`src/rtl/line_ram_ctrl_pkg.sv`:
```
// line_ram_pkg: shared types and helpers for the debayer line-RAM controller.
package line_ram_pkg;

   typedef enum logic [1:0] {IDLE, FILL, STREAM} state_t;

   localparam int MAX_MEM = 64;

   function automatic logic [MAX_MEM-1:0] one_hot(input int unsigned idx);
      return MAX_MEM'(1) << idx;
   endfunction

   function automatic int unsigned mod_inc(input int unsigned v, input int unsigned n);
      return (v + 1 >= n) ? 0 : v + 1;
   endfunction

endpackage

```
`src/rtl/line_ram_ctrl_if.sv`:
```
// line_ram_ctrl_if: pixel stream in, RAM bank controls and read-side status out.
interface line_ram_ctrl_if #(
   parameter int ADDR_WIDTH = 11,
   parameter int DATA_WIDTH = 45,
   parameter int MEM_NUM    = 4
);
   localparam int SEL_W = $clog2(MEM_NUM);

   logic                  frame_start_i;
   logic                  pixel_valid_i;
   logic [DATA_WIDTH-1:0] pixel_data_i;
   logic                  line_end_i;
   logic [MEM_NUM-1:0]    ram_write_enable_o;
   logic [MEM_NUM-1:0]    ram_read_enable_o;
   logic [ADDR_WIDTH-1:0] ram_write_address_o;
   logic [ADDR_WIDTH-1:0] ram_read_address_o;
   logic [DATA_WIDTH-1:0] ram_data_o;
   logic                  rd_valid_o;
   logic [SEL_W-1:0]      oldest_sel_o;
   logic [SEL_W-1:0]      cur_sel_o;
   logic                  lines_ready_o;
   logic                  overflow_o;

   modport master (
      output frame_start_i, pixel_valid_i, pixel_data_i, line_end_i,
      input  ram_write_enable_o, ram_read_enable_o, ram_write_address_o,
             ram_read_address_o, ram_data_o, rd_valid_o, oldest_sel_o,
             cur_sel_o, lines_ready_o, overflow_o
   );

   modport slave (
      input  frame_start_i, pixel_valid_i, pixel_data_i, line_end_i,
      output ram_write_enable_o, ram_read_enable_o, ram_write_address_o,
             ram_read_address_o, ram_data_o, rd_valid_o, oldest_sel_o,
             cur_sel_o, lines_ready_o, overflow_o
   );

endinterface

```
`src/rtl/line_ram_ctrl.sv`:
```
// line_ram_ctrl: writes each line into one RAM in rotation and reads the
// previous MEM_NUM-1 lines at the same column for the debayer window.
module line_ram_ctrl
   import line_ram_pkg::*;
#(
   parameter int ADDR_WIDTH = 11,
   parameter int DATA_WIDTH = 45,
   parameter int MEM_NUM    = 4
) (
   input logic           clk_i,
   input logic           rst_i,
   line_ram_ctrl_if.slave bus
);
   localparam int SEL_W = $clog2(MEM_NUM);

   state_t                state, state_nx;
   logic [ADDR_WIDTH-1:0] col;
   logic [SEL_W-1:0]      wr_sel, sel_nx, filled, old_d, cur_d;
   logic                  drop, overflow, rd_req;
   logic                  active, acc, le, last_fill, streaming;
   logic [MEM_NUM-1:0]    wr_oh;

   // frame_start wins over any pixel or line_end in the same cycle
   assign active    = state != IDLE && !bus.frame_start_i;
   assign acc       = active && bus.pixel_valid_i && !drop;
   assign le        = active && bus.pixel_valid_i && bus.line_end_i;
   assign streaming = state == STREAM;
   assign wr_oh     = MEM_NUM'(one_hot(32'(wr_sel)));
   assign sel_nx    = SEL_W'(mod_inc(32'(wr_sel), MEM_NUM));
   assign last_fill = filled == SEL_W'(MEM_NUM - 2);

   always_comb begin
      state_nx = bus.frame_start_i ? FILL :
                 (state == FILL && le && last_fill) ? STREAM : state;
   end

   always_ff @(posedge clk_i or posedge rst_i) begin
      if (rst_i) state <= IDLE;
      else       state <= state_nx;
   end

   always_ff @(posedge clk_i or posedge rst_i) begin
      if (rst_i) begin
         col      <= '0;
         wr_sel   <= '0;
         filled   <= '0;
         overflow <= 1'b0;
         drop     <= 1'b0;
      end else if (bus.frame_start_i) begin
         col      <= '0;
         wr_sel   <= '0;
         filled   <= '0;
         overflow <= 1'b0;
         drop     <= 1'b0;
      end else if (le) begin
         col      <= '0;
         wr_sel   <= sel_nx;
         filled   <= (filled == SEL_W'(MEM_NUM - 1)) ? filled : filled + 1'b1;
         drop     <= 1'b0;
      end else if (acc) begin
         col <= col + 1'b1;
         // last column written without line_end: drop the rest of this line
         if (col == '1) begin
            overflow <= 1'b1;
            drop     <= 1'b1;
         end
      end
   end

   always_ff @(posedge clk_i or posedge rst_i) begin
      if (rst_i) begin
         bus.ram_write_enable_o  <= '0;
         bus.ram_read_enable_o   <= '0;
         bus.ram_write_address_o <= '0;
         bus.ram_read_address_o  <= '0;
         bus.ram_data_o          <= '0;
         rd_req                  <= 1'b0;
         bus.rd_valid_o          <= 1'b0;
         old_d                   <= '0;
         cur_d                   <= '0;
         bus.oldest_sel_o        <= '0;
         bus.cur_sel_o           <= '0;
      end else begin
         bus.ram_write_enable_o <= acc ? wr_oh : '0;
         bus.ram_read_enable_o  <= (acc && streaming) ? ~wr_oh : '0;
         if (acc) begin
            bus.ram_write_address_o <= col;
            bus.ram_data_o          <= bus.pixel_data_i;
            old_d                   <= sel_nx;
            cur_d                   <= wr_sel;
         end
         if (acc && streaming) bus.ram_read_address_o <= col;
         // one extra stage covers the RAM read latency; not cancelled by frame_start
         rd_req         <= acc && streaming;
         bus.rd_valid_o <= rd_req;
         if (rd_req) begin
            bus.oldest_sel_o <= old_d;
            bus.cur_sel_o    <= cur_d;
         end
      end
   end

   assign bus.lines_ready_o = streaming;
   assign bus.overflow_o    = overflow;

endmodule

```
`src/flat_wrapper.sv`:
```
// flat-port wrapper written by rule: the top's interface ports become plain ports
module line_ram_ctrl_flat import line_ram_pkg::*;
#(
   parameter int ADDR_WIDTH = 11,
   parameter int DATA_WIDTH = 45,
   parameter int MEM_NUM    = 4
)
  (clk_i, rst_i, bus_frame_start_i, bus_pixel_valid_i, bus_pixel_data_i, bus_line_end_i, bus_ram_write_enable_o, bus_ram_read_enable_o, bus_ram_write_address_o, bus_ram_read_address_o, bus_ram_data_o, bus_rd_valid_o, bus_oldest_sel_o, bus_cur_sel_o, bus_lines_ready_o, bus_overflow_o);
  line_ram_ctrl_if #(.ADDR_WIDTH(ADDR_WIDTH), .DATA_WIDTH(DATA_WIDTH), .MEM_NUM(MEM_NUM)) bus_i ();
  input logic clk_i;
  input logic rst_i;
  input wire logic [$bits(bus_i.frame_start_i)-1:0] bus_frame_start_i;
  input wire logic [$bits(bus_i.pixel_valid_i)-1:0] bus_pixel_valid_i;
  input wire logic [$bits(bus_i.pixel_data_i)-1:0] bus_pixel_data_i;
  input wire logic [$bits(bus_i.line_end_i)-1:0] bus_line_end_i;
  output wire logic [$bits(bus_i.ram_write_enable_o)-1:0] bus_ram_write_enable_o;
  output wire logic [$bits(bus_i.ram_read_enable_o)-1:0] bus_ram_read_enable_o;
  output wire logic [$bits(bus_i.ram_write_address_o)-1:0] bus_ram_write_address_o;
  output wire logic [$bits(bus_i.ram_read_address_o)-1:0] bus_ram_read_address_o;
  output wire logic [$bits(bus_i.ram_data_o)-1:0] bus_ram_data_o;
  output wire logic [$bits(bus_i.rd_valid_o)-1:0] bus_rd_valid_o;
  output wire logic [$bits(bus_i.oldest_sel_o)-1:0] bus_oldest_sel_o;
  output wire logic [$bits(bus_i.cur_sel_o)-1:0] bus_cur_sel_o;
  output wire logic [$bits(bus_i.lines_ready_o)-1:0] bus_lines_ready_o;
  output wire logic [$bits(bus_i.overflow_o)-1:0] bus_overflow_o;
  assign bus_i.frame_start_i = bus_frame_start_i;
  assign bus_i.pixel_valid_i = bus_pixel_valid_i;
  assign bus_i.pixel_data_i = bus_pixel_data_i;
  assign bus_i.line_end_i = bus_line_end_i;
  assign bus_ram_write_enable_o = bus_i.ram_write_enable_o;
  assign bus_ram_read_enable_o = bus_i.ram_read_enable_o;
  assign bus_ram_write_address_o = bus_i.ram_write_address_o;
  assign bus_ram_read_address_o = bus_i.ram_read_address_o;
  assign bus_ram_data_o = bus_i.ram_data_o;
  assign bus_rd_valid_o = bus_i.rd_valid_o;
  assign bus_oldest_sel_o = bus_i.oldest_sel_o;
  assign bus_cur_sel_o = bus_i.cur_sel_o;
  assign bus_lines_ready_o = bus_i.lines_ready_o;
  assign bus_overflow_o = bus_i.overflow_o;
  line_ram_ctrl #(.ADDR_WIDTH(ADDR_WIDTH), .DATA_WIDTH(DATA_WIDTH), .MEM_NUM(MEM_NUM)) u_core (.clk_i(clk_i), .rst_i(rst_i), .bus(bus_i));
endmodule
```
`config.mk`:
```
export PLATFORM = sky130hd
export DESIGN_NAME = line_ram_ctrl_flat
export DESIGN_NICKNAME = d
export VERILOG_FILES = /design/src/rtl/line_ram_ctrl_pkg.sv /design/src/rtl/line_ram_ctrl_if.sv /design/src/rtl/line_ram_ctrl.sv /design/src/flat_wrapper.sv
export SDC_FILE = /design/constraint.sdc
export NUM_CORES = 1
export LEC_CHECK = 0
export CORE_ASPECT_RATIO = 0.9
export CORE_MARGIN = 8
export CORE_UTILIZATION = 43
export CTS_CLUSTER_DIAMETER = 30
export DETAILED_ROUTE_END_ITERATION = 12
export GPL_TIMING_DRIVEN = 0
export PLACE_DENSITY_LB_ADDON = 0.1
export SETUP_SLACK_MARGIN = 0.05
export SLEW_MARGIN = 40
export SYNTH_ARGS = -nofsm -noshare
export SYNTH_HDL_FRONTEND = slang
export SYNTH_SLANG_ARGS = --single-unit
export TNS_END_PERCENT = 10
```
`constraint.sdc`:
```
create_clock -name clk_i -period 4.8 [get_ports clk_i]
set_input_delay 1.44 -clock clk_i [delete_from_list [all_inputs] [get_ports clk_i]]
set_output_delay 1.44 -clock clk_i [all_outputs]
set_load 0.02 [all_outputs]
```
**Word-level counts from Yosys, hierarchy flattened**

Cells that the tools add are included.

- Equality and inequality tests: 7
- Shift-type cells: 1
- Magnitude comparators: 1
- Multiplexer cells: 19
- Bitwise operators: 1
- $add $sub $neg: 3
- Reduce and logical (&&, ||, !) cells: 19

Operator list:

| operator | count |
|---|---|
| two-way mux 11 bit | 3 |
| two-way mux 2 bit | 8 |
| adder 11 x 1 -> 11 bit, second input constant | 1 |
| == test 11 bit, second input constant | 1 |
| nonzero test 2 bit | 5 |
| two-way mux 4 bit | 2 |
| logical AND 1 bit | 7 |
| == test 2 bit, second input constant | 3 |
| two-way mux 1 bit | 6 |
| nonzero test 3 bit | 2 |
| != test 2 bit, second input constant | 2 |
| NOT 4 bit | 1 |
| AND reduction 2 bit | 2 |
| << shifter 1 x 2 -> 4 bit, first input constant | 1 |
| adder 2 x 1 -> 3 bit, second input constant | 1 |
| greater-or-equal comparator 3 bit, second input constant | 1 |
| AND reduction 3 bit | 1 |
| adder 2 x 1 -> 2 bit, second input constant | 1 |
| == test 2 x 1 -> 1 bit, second input constant | 1 |
| zero test 1 bit | 2 |

- Logic and storage cells: 68
- Output and inout port bits: 82
- Register bits after elaboration: 104

**Longest topological paths before layout**

Gate-level depths: netlist (run 1).

- Depth in word-level cells: 8
- Depth in mapped cells: 7
- Depth with buffers taken out: 5

**Worst setup path after synthesis (run 1)**

OpenSTA, ideal clock, no wires.

- Path type: input port to flip-flop
- Start point: input bus_frame_start_i
- End point: register u_core.col[9]
- Stages on the path: 6
- Data required time: 4.722 ns
- Slack: 1.789 ns
- Data arrival time: 2.934 ns
- Buffers on the path: 2
- Library setup time: 0.078 ns
- Cell sequence: buf_6 -> or3b_1 -> buf_6 -> or3_4 -> or4_1 -> a21oi_1

- Word-level cells in the longest chain between the ends: 6
- Elaborated cells on any way between the ends: 8

RTL lines:

| element | RTL line | source |
|---|---|---|
| start, declared | flat_wrapper.sv:12 | `input wire logic [$bits(bus_i.frame_start_i)-1:0] bus_frame_start_i;` |
| zero test 1 bit | line_ram_ctrl.sv:24 | `assign active = state != IDLE && !bus.frame_start_i;` |
| logical AND 1 bit | line_ram_ctrl.sv:24 |  |
| logical AND 1 bit | line_ram_ctrl.sv:25, line_ram_ctrl.sv:26 |  |
| logical AND 1 bit | line_ram_ctrl.sv:26 | `assign le = active && bus.pixel_valid_i && bus.line_end_i;` |
| two-way mux 11 bit | line_ram_ctrl.sv:55 | `end else if (le) begin` |
| two-way mux 11 bit | line_ram_ctrl.sv:49 | `end else if (bus.frame_start_i) begin` |
| end signal, assigned | line_ram_ctrl.sv:61 | `col <= col + 1'b1;` |
| end, declared | line_ram_ctrl.sv:17 | `logic [ADDR_WIDTH-1:0] col;` |

Parallel ways exist; a longest one is shown, timed or not.
A chain may end at the register's enable or synchronous reset.

**Worst setup path after layout (run 1)**

- Start point: input bus_pixel_valid_i
- End point: register u_core.col[9]

- Word-level cells in the longest chain between the ends: 4
- Elaborated cells on any way between the ends: 6

RTL lines:

| element | RTL line | source |
|---|---|---|
| start, declared | flat_wrapper.sv:13 | `input wire logic [$bits(bus_i.pixel_valid_i)-1:0] bus_pixel_valid_i;` |
| logical AND 1 bit * | line_ram_ctrl.sv:25, line_ram_ctrl.sv:26 |  |
| logical AND 1 bit | line_ram_ctrl.sv:26 |  |
| two-way mux 11 bit | line_ram_ctrl.sv:55 |  |
| two-way mux 11 bit | line_ram_ctrl.sv:49 |  |

Every way passes the cells marked *; elsewhere a longest branch is shown, timed or not.

==> impl_metrics.toml, run 1 <==
[clock_network]
cts_resized = 0
cts_made_buffers = 9
clock_latency_ns = 0.36
htreeDepth = 3
max-clock-path-buffers = 2
clkSlewWorstSetupHoldPaths_ns = 0.09
post-cts-setup-buffers = 0
cts_root_buf = "clkbuf_8"
cts_tree = "done"
hold_buffers = 0
clkSinkCount = 104

[sta]
fin_tns_setup_ns = 0
fin_crit_ns = 3.15
drv_slew = 0
worst_pin_slew_ns = 0.532
max_freq_mhz = 318
finalClockSkew_ns = 0.00991
setup_slack_ns = 1.65
post-route-period-util = 0.656
relSlewSlack = 0.644
setup_viol = 0
rsz0062_at_grt = "no"
hold_violations = 0

[placed_design]
place_inst = 657
post-place-ws_ns = 0.992
gp_congestion = 0.763
detailed_place_hpwl_um = 7260
port_buffers = 130

[detailed_routing]
first_pass_iters = 4
wl_um = 9960
drt_iter0_drc = 158
via_per_inst = 4.66
num_vias = 3136
ant_nets = 0
avgRoutedWirePerCell_um = 14.8
drc = 0

[die]
ioPinCount = 132
dieArea_um2 = 12900
rows = 33
initial_utilization = 0.445
core_area_um2 = 9170
dieHeight_um = 108
die_x_um = 119

[setup_path]
crit_required_ns = 5.09
crit_start = "bus_pixel_valid_i"
worstSetupPathType = "in2reg"
regToRegStartpoint = "u_core.state[0]$_DFFE_PP0P_"
crit_arrival_ns = 3.43
critPathMaxFanout = 8
end_kind = "flop"
cp-start-kind = "input pin"
rrSetupSlack_ns = 2.76

[worst_hold_path]
hp-start = "u_core.bus.ram_data_o[22]$_DFFE_PP0P_"
worstHoldPathType = "reg2reg"

[flow_run]
max-cap-violations = 0

[synth]
synthesis.nets = 461
netlist_area_um2 = 4080
syn_inst = 404
yosysUniqueCellTypes = 36
syn_area_per_cell_um2 = 10.1
ys_seq_area_frac = 0.638
yosys_warnings = 0
ys_ff_latch = 104

[cells_and_area]
nets = 603
synthToLayoutAreaGrowth_pct = 42.3
layout-drive-gt1-share = 0.0726
final_cells = 673
antenna_cells = 0
final_common_cell = "nand2_1"
final_cell_mix = "nand2_1, clkdlybuf4s50_1, dfrtp_1"
fillerInstances = 802

[global_routing]
grt_max_degree = 81
antenna_found_initial = 0
grtUsageTotal = 0.158
globalRouteOverflowTotal = 0
grt_pass1_wl_um = 16400
grt_pass1_vias = 3237

[power_and_ir_drop]
sw_frac_of_total = 0.263
p_per_area_nw_per_um2 = 334
p_comb_frac = 0.182
vdd_drop_max_mv = 0.255
p_leak_nw = 2.79
p_seq_frac = 0.502
p_switching_mw = 0.508
clkPwrFrac = 0.316
p_int_mw = 1.43

[outcome]
outcome = "finished clean"
## per-layer routing
layer	up-vias	global-route usage	share of wire
met4	0	0.0460	0.0099
li1	1557	-	-
met3	8	0.0797	0.094
met2	91	0.241	0.45
met1	1480	0.195	0.44
met5	-	0	0
## final timing paths
check / to / cells past startpoint
min: u_core.bus.ram_data_o[22]$_DFFE_PP0P_ / 2
max reg2reg: u_core.bus.ram_data_o[36]$_DFFE_PP0P_ / 6
min reg2reg: u_core.bus.ram_data_o[22]$_DFFE_PP0P_ / 2
min in group asynchronous: u_core.bus.ram_write_address_o[9]$_DFFE_PP0P_ / 2
max in group asynchronous: u_core.bus.ram_write_address_o[8]$_DFFE_PP0P_ / 3
max: u_core.col[9]$_DFFE_PP0P_ / 6
## flip-flops by register name, summed over array words and instances (netlist names)
signal                          cells
u_core.filled                       2
u_core.bus.ram_data_o              45
u_core.col                         11
u_core.bus.overflow_o               1
u_core.bus.ram_write_enable_o       4
u_core.old_d                        2
u_core.cur_d                        2
u_core.wr_sel                       2
u_core.bus.cur_sel_o                2
u_core.bus.ram_write_address_o     11
u_core.bus.ram_read_enable_o        4
u_core.bus.oldest_sel_o             2
u_core.rd_req                       1
u_core.bus.ram_read_address_o      11
u_core.state                        2
u_core.drop                         1
u_core.bus.rd_valid_o               1
## worst max-delay path, cell delays in order
cell	delay [ns]
clkdlybuf4s50_1	0.53
or3b_1	0.39
buf_6	0.15
or3_4	0.38
or4_1	0.40
a21oi_1	0.15
## cell type report
| type | instances | area, um^2 | area share |
|---|---|---|---|
| Buffer | 17 | 83.8 | 0.0144 |
| Multi-Input combinational cell | 274 | 1370 | 0.235 |
| Tap cell | 122 | 153 | 0.0263 |
| Sequential cell | 104 | 2600 | 0.448 |
| Timing Repair Buffer | 131 | 1330 | 0.229 |
| Inverter | 9 | 41.3 | 0.00711 |
| Clock buffer | 12 | 155 | 0.0267 |
| Clock inverter | 4 | 76.3 | 0.0131 |
## kinds of logic after synthesis
| group | after synthesis | share of synthesized area |
|---|---|---|
| compound gates | 19 | 0.0282 |
| xor+xnor | 10 | 0.0215 |
| fa+ha+maj | 7 | 0.0215 |
| buf+inv | 26 | 0.0288 |
| flops | 104 | 0.638 |
| mux | 14 | 0.0383 |
| simple gates | 224 | 0.224 |
## through the flow
stage / total power [mW] / util / hold slack, ns / cell area [um^2]
6_report: 1.94 / 0.633 / 0.479 / 5810
3_3_place_gp: 1.34 / 0.604 / 0.456 / 5540
2_1_floorplan: 1.15 / - / 0.440 / 4080
5_1_grt: 2.03 / 0.633 / 0.504 / 5810
4_1_cts: 1.96 / 0.633 / 0.485 / 5800
3_5_place_dp: 1.35 / 0.608 / 0.461 / 5570
## power by group through the flow
stage,registers (mW),clock network [mW],logic [mW]
2_1_floorplan,1.06,0,0.0931
3_3_place_gp,0.987,0,0.349
6_report,0.973,0.612,0.352
4_1_cts,0.973,0.633,0.359
3_5_place_dp,0.990,0,0.357
5_1_grt,0.981,0.661,0.386
## synthesized netlist by cell type
cell type / instances / area [um^2]
buf_1: 1 / 3.75
nand3_1: 3 / 15.0
mux2i_1: 1 / 10.0
o31ai_1: 2 / 15.0
nand2b_1: 1 / 6.26
nor2b_1: 1 / 6.26
nand2_1: 178 / 668
and2_1: 1 / 6.26
nor3b_1: 1 / 7.51
or3b_1: 1 / 8.76
clkbuf_1: 10 / 37.5
buf_2: 4 / 20.0
o22ai_1: 1 / 6.26
dfrtp_1: 104 / 2600
and3_1: 4 / 25.0
xor2_1: 1 / 8.76
or2_0: 1 / 6.26
nand4_1: 2 / 12.5
or3b_2: 1 / 8.76
inv_1: 9 / 33.8
a21oi_1: 4 / 20.0
or4_1: 2 / 15.0
a211oi_1: 1 / 7.51
ha_1: 7 / 87.6
nand2_2: 1 / 6.26
nor4_1: 4 / 25.0
o21ai_0: 7 / 35.0
buf_6: 2 / 22.5
nor2_1: 19 / 71.3
or3_4: 1 / 11.3
nor3_1: 3 / 15.0
xnor2_1: 9 / 78.8
mux2_2: 13 / 146
a41oi_1: 1 / 8.76
a21o_1: 1 / 7.51
o211ai_1: 2 / 15.0
(Power assumes the default switching activity.)
==> inputs of run 2 (changes only) <==
--- a/config.mk
+++ b/config.mk
@@ -7,7 +7,7 @@
 export LEC_CHECK = 0
 export CORE_ASPECT_RATIO = 0.9
 export CORE_MARGIN = 8
-export CORE_UTILIZATION = 43
+export CORE_UTILIZATION = 41
 export CTS_CLUSTER_DIAMETER = 30
 export DETAILED_ROUTE_END_ITERATION = 12
 export GPL_TIMING_DRIVEN = 0
==> constraint.sdc (replaced) <==
create_clock -name clk_i -period 2.6 [get_ports clk_i]
set_input_delay 0.78 -clock clk_i [delete_from_list [all_inputs] [get_ports clk_i]]
set_output_delay 0.78 -clock clk_i [all_outputs]
set_load 0.02 [all_outputs]
==> run 2 against run 1 <==
Compared with the run above:
- worst hold slack better by 0.0034 ns
- critical path depth is 5 lower
- total power is 78% higher
- first-iteration DRC count is 5.7% lower
- sequential cell count stayed put
- combinational power is 89% higher
- core utilization is 2.9 points lower
- highest routed layer unchanged
==> impl_metrics.toml, run 2 (synthesis results as in run 1) <==
[detailed_routing]
via_per_inst = 4.65
ant_nets = 0
wl_um = 10300
first_pass_iters = 4
avgRoutedWirePerCell_um = 15.1
drt_iter0_drc = 149
drc = 0
num_vias = 3161

[setup_path]
slowest_stage = "clkdlybuf4s50_1"
regToRegStartpoint = "u_core.drop$_DFFE_PP0P_"
end_kind = "output port"
r2r_cells = 5
crit_arrival_ns = 1.36
critPathMaxFanout = 2
crit_buf_inv = 1
worstSetupPathType = "reg2out"
slowest_delay_ns = 0.62
rrSetupSlack_ns = 0.60
cp-start-kind = "flop"
cp_top_family = "buffers and inverters"
crit_required_ns = 1.82
path_cells = "clkdlybuf4s50_1"
worstReg2RegEnd = "u_core.col[9]$_DFFE_PP0P_"

[cells_and_area]
final_util = 0.604
final_common_cell = "nand2_1"
top_register = "u_core.bus.ram_data_o"
largest_reg_flops = 45
synthToLayoutAreaGrowth_pct = 43.7
antenna_cells = 0
final_cell_mix = "nand2_1, clkdlybuf4s50_1, dfrtp_1"
fillerInstances = 877
multiInputGateArea_um2 = 1370
nets = 607
final_cells = 680
regArea_um2 = 2600
layout-drive-gt1-share = 0.0794

[global_routing]
grt_pass1_wl_um = 17100
globalRouteOverflowTotal = 0
grtUsageTotal = 0.156
antenna_found_initial = 0
grt_max_degree = 27
grt_pass1_vias = 3233

[placed_design]
gp_congestion = 0.738
port_buffers = 130
place_inst = 665
post-place-ws_ns = -0.595
detailed_place_hpwl_um = 7610

[power_and_ir_drop]
vdd_drop_max_mv = 0.312
p_leak_nw = 2.83
finalPower_mw = 3.45
p_per_area_nw_per_um2 = 588

[sta]
fin_tns_setup_ns = 0
hold_violations = 0
rsz0062_at_grt = "no"
fin_crit_ns = 2.14
relSlewSlack = 0.645
worst_pin_slew_ns = 0.530
post-route-period-util = 0.823
drv_slew = 0
max_freq_mhz = 467
setup_viol = 0
setup_slack_ns = 0.460
finalClockSkew_ns = 0.0149

[die]
dieArea_um2 = 13400
ioPinCount = 132
die_x_um = 121
rows = 34
dieHeight_um = 111
core_area_um2 = 9700
initial_utilization = 0.421

[clock_network]
clkSlewWorstSetupHoldPaths_ns = 0.10
clock_latency_ns = 0.36
max-clock-path-buffers = 2
cts_made_buffers = 9
cts_tree = "done"
htreeDepth = 3
clkSinkCount = 104
post-cts-setup-buffers = 0
cts_root_buf = "clkbuf_8"

[flow_run]
max-cap-violations = 0

[worst_hold_path]
hp-start = "u_core.old_d[1]$_DFFE_PP0P_"
min_path_cells = 2
hold_end = "u_core.old_d[1]$_DFFE_PP0P_"
worstHoldPathType = "reg2reg"

[outcome]
outcome = "finished clean"
run 2: worst max path at each step:
stage                                                     start                                     to  cells past startpoint
after floorplan                               bus_frame_start_i              u_core.col[9]$_DFFE_PP0P_                      6
after global placement                        bus_pixel_valid_i  u_core.bus.ram_data_o[44]$_DFFE_PP0P_                      7
after detailed placement                      bus_pixel_valid_i   u_core.bus.ram_data_o[2]$_DFFE_PP0P_                      7
after CTS                           u_core.state[1]$_DFFE_PP0P_                      bus_lines_ready_o                      2
after global routing                          bus_pixel_valid_i              u_core.col[9]$_DFFE_PP0P_                      6
final                     u_core.bus.ram_data_o[36]$_DFFE_PP0P_                     bus_ram_data_o[36]                      1
run 2: per-layer routing:
layer	wire [um]	vias up	GRT usage
li1	-	1565	-
met1	4880	1497	0.210
met2	4460	89	0.226
met3	832	10	0.0591
met4	113	0	0.0493
met5	0	-	0
run 2: final cells by class:
type / count / area share
well taps: 126 / 0.0269
clock inverters: 5 / 0.0100
flip-flops and latches: 104 / 0.444
clock buffers: 10 / 0.0218
multi-input cells: 274 / 0.234
inverters: 9 / 0.00640
repair buffers: 135 / 0.242
plain buffers: 17 / 0.0145
run 2: stage by stage:
| step | hold WS, ns | instance area [um^2] |
|---|---|---|
| final | 0.483 | 5860 |
| after global routing | 0.506 | 5860 |
| after CTS | 0.486 | 5850 |
| after detailed placement | 0.462 | 5660 |
| after global placement | 0.457 | 5540 |
| after floorplan | 0.440 | 4090 |
run 2: repair_timing:
| action | 4_1_cts | 5_1_grt |
|---|---|---|
| hold endpoints to repair | 0 | 0 |
| endpoints found under the setup margin | 56 | 43 |
| resized for setup | 1 | 5 |
| hold buffers | 0 | 0 |
run 2: power by group:
group | internal (mW) | switching (mW) | leakage (nW)
clock | 0.441 | 0.543 | 0.0883
sequential | 1.73 | 0.0640 | 1.37
combinational | 0.321 | 0.344 | 1.37
==> inputs of run 3 (changes only) <==
--- a/config.mk
+++ b/config.mk
@@ -7,7 +7,7 @@
 export LEC_CHECK = 0
 export CORE_ASPECT_RATIO = 0.9
 export CORE_MARGIN = 8
-export CORE_UTILIZATION = 41
+export CORE_UTILIZATION = 43
 export CTS_CLUSTER_DIAMETER = 30
 export DETAILED_ROUTE_END_ITERATION = 12
 export GPL_TIMING_DRIVEN = 0
==> constraint.sdc (replaced) <==
create_clock -name clk_i -period 2.2 [get_ports clk_i]
set_input_delay 0.66 -clock clk_i [delete_from_list [all_inputs] [get_ports clk_i]]
set_output_delay 0.66 -clock clk_i [all_outputs]
set_load 0.02 [all_outputs]
==> run 3 against run 2 <==
Compared with the run above:
- non-clock buffer count down 1
- largest power group unchanged
- register-to-register slack worse by 0.38 ns
- largest cell class unchanged
- critical endpoint is now bus_lines_ready_o
- via count up 0.54%
==> impl_metrics.toml, run 3 (synthesis results as in run 1) <==
[outcome]
outcome = "finished clean"

[global_routing]
antenna_found_initial = 0
grt_pass1_vias = 3246
grt_pass1_wl_um = 16400
grt_max_degree = 26
globalRouteOverflowTotal = 0
grtUsageTotal = 0.157

[setup_path]
critPathMaxFanout = 7
end_kind = "output port"
path_cells = "nor2b_1, dlygate4sd2_1"
crit_arrival_ns = 1.41
slowest_delay_ns = 0.45
worstSetupPathType = "reg2out"
cp-start-kind = "flop"
crit_buf_inv = 1
cp_top_family = "flip-flops"
crit_required_ns = 1.54
slowest_stage = "dfrtp_1"

[die]
dieHeight_um = 108
die_x_um = 119
ioPinCount = 132
dieArea_um2 = 12900
initial_utilization = 0.445
rows = 33
core_area_um2 = 9170

[cells_and_area]
fillerInstances = 796
nets = 606
synthToLayoutAreaGrowth_pct = 43.2
final_cell_mix = "nand2_1, clkdlybuf4s50_1, dfrtp_1"
top_register = "u_core.bus.ram_data_o"
final_util = 0.637
regArea_um2 = 2600
largest_reg_flops = 45
antenna_cells = 0
layout-drive-gt1-share = 0.0776
final_common_cell = "nand2_1"
multiInputGateArea_um2 = 1380

[power_and_ir_drop]
p_per_area_nw_per_um2 = 701
finalPower_mw = 4.09
vdd_drop_max_mv = 0.387
p_leak_nw = 2.82

[sta]
setup_slack_ns = 0.132
timing.hold.ws_ns = 0.476
post-route-period-util = 0.940
hold_violations = 0
relSlewSlack = 0.651
worst_pin_slew_ns = 0.522
rsz0062_at_grt = "yes"
max_freq_mhz = 483
setup_viol = 0
fin_crit_ns = 2.07
drv_slew = 0
finalClockSkew_ns = 0.00431
fin_tns_setup_ns = 0

[clock_network]
cts_root_buf = "clkbuf_8"
htreeDepth = 3
clkSlewWorstSetupHoldPaths_ns = 0.09
clkSinkCount = 104
cts_made_buffers = 9
max-clock-path-buffers = 2
hold_buffers = 0
clock_latency_ns = 0.36
cts_tree = "done"

[placed_design]
gp_congestion = 0.761
port_buffers = 130
detailed_place_hpwl_um = 7420
post-place-ws_ns = -0.800

[detailed_routing]
via_per_inst = 4.70
drc = 0
wl_um = 9920
first_pass_iters = 4
avgRoutedWirePerCell_um = 14.7
num_vias = 3178
drt_iter0_drc = 145
ant_nets = 0

[worst_hold_path]
worstHoldPathType = "reg2reg"

[flow_run]
max-cap-violations = 0
## run 3: cell count changes in the layout (fill, tap and decap cells not counted), sizes merged
| cell | delta |
|---|---|
| clkinvlp | -1 |
| dlygate4sd2 | +1 |
| clkbuf | +4 |
| clkinv | -2 |
| buf | -1 |
| dlymetal6s2s | -1 |
## run 3: area by class of cell
cell class,instances,share of cell area
inverters,9,0.00642
well taps,122,0.0261
clock inverters,2,0.00642
repair buffers,134,0.238
multi-input cells,274,0.235
clock buffers,14,0.0278
flip-flops and latches,104,0.445
plain buffers,17,0.0146
## run 3: final timing paths
| path | from | endpoint | slack [ns] | depth (start not counted) |
|---|---|---|---|---|
| hold / removal | u_core.bus.ram_data_o[20]$_DFFE_PP0P_ | u_core.bus.ram_data_o[20]$_DFFE_PP0P_ | 0.48 | 2 |
| setup / recovery | u_core.state[1]$_DFFE_PP0P_ | bus_lines_ready_o | 0.13 | 2 |
| setup reg to reg | u_core.drop$_DFFE_PP0P_ | u_core.col[9]$_DFFE_PP0P_ | 0.22 | 5 |
| min in group asynchronous | rst_i | u_core.bus.ram_data_o[20]$_DFFE_PP0P_ | 0.68 | 2 |
| max in group asynchronous | rst_i | u_core.bus.ram_data_o[2]$_DFFE_PP0P_ | 0.83 | 4 |
| hold reg to reg | u_core.bus.ram_data_o[20]$_DFFE_PP0P_ | u_core.bus.ram_data_o[20]$_DFFE_PP0P_ | 0.48 | 2 |
## run 3: metrics by stage
stage / instances / area, um^2
floorplan: 404 / 4090
global placement: 656 / 5540
detailed placement: 660 / 5630
CTS: 676 / 5830
global route: 676 / 5840
finish: 676 / 5840
## run 3: report_power, final
group / switching [mW] / leakage, nW / internal [mW]
combinational: 0.404 / 1.34 / 0.375
sequential: 0.0728 / 1.37 / 2.05
clock: 0.604 / 0.0969 / 0.591
total: 1.08 / 2.82 / 3.01
## run 3: metal layers
metal  global-route usage  share of wire
met1                0.193           0.44
met2                0.243           0.45
met3               0.0714          0.090
met4               0.0541          0.010
met5                    0              0
## run 3: worst min-delay path, cell delays in order, from the launching register on
cell and delay (ns):
dfrtp_1 0.35, nand2_1 0.05, nand2_1 0.05
## run 3: timing repair
item	in CTS	in global routing
pin swaps	0	0
hold endpoints to repair	0	0
gates resized for setup	2	5
setup endpoints to repair	80	68
buffers inserted	0	0
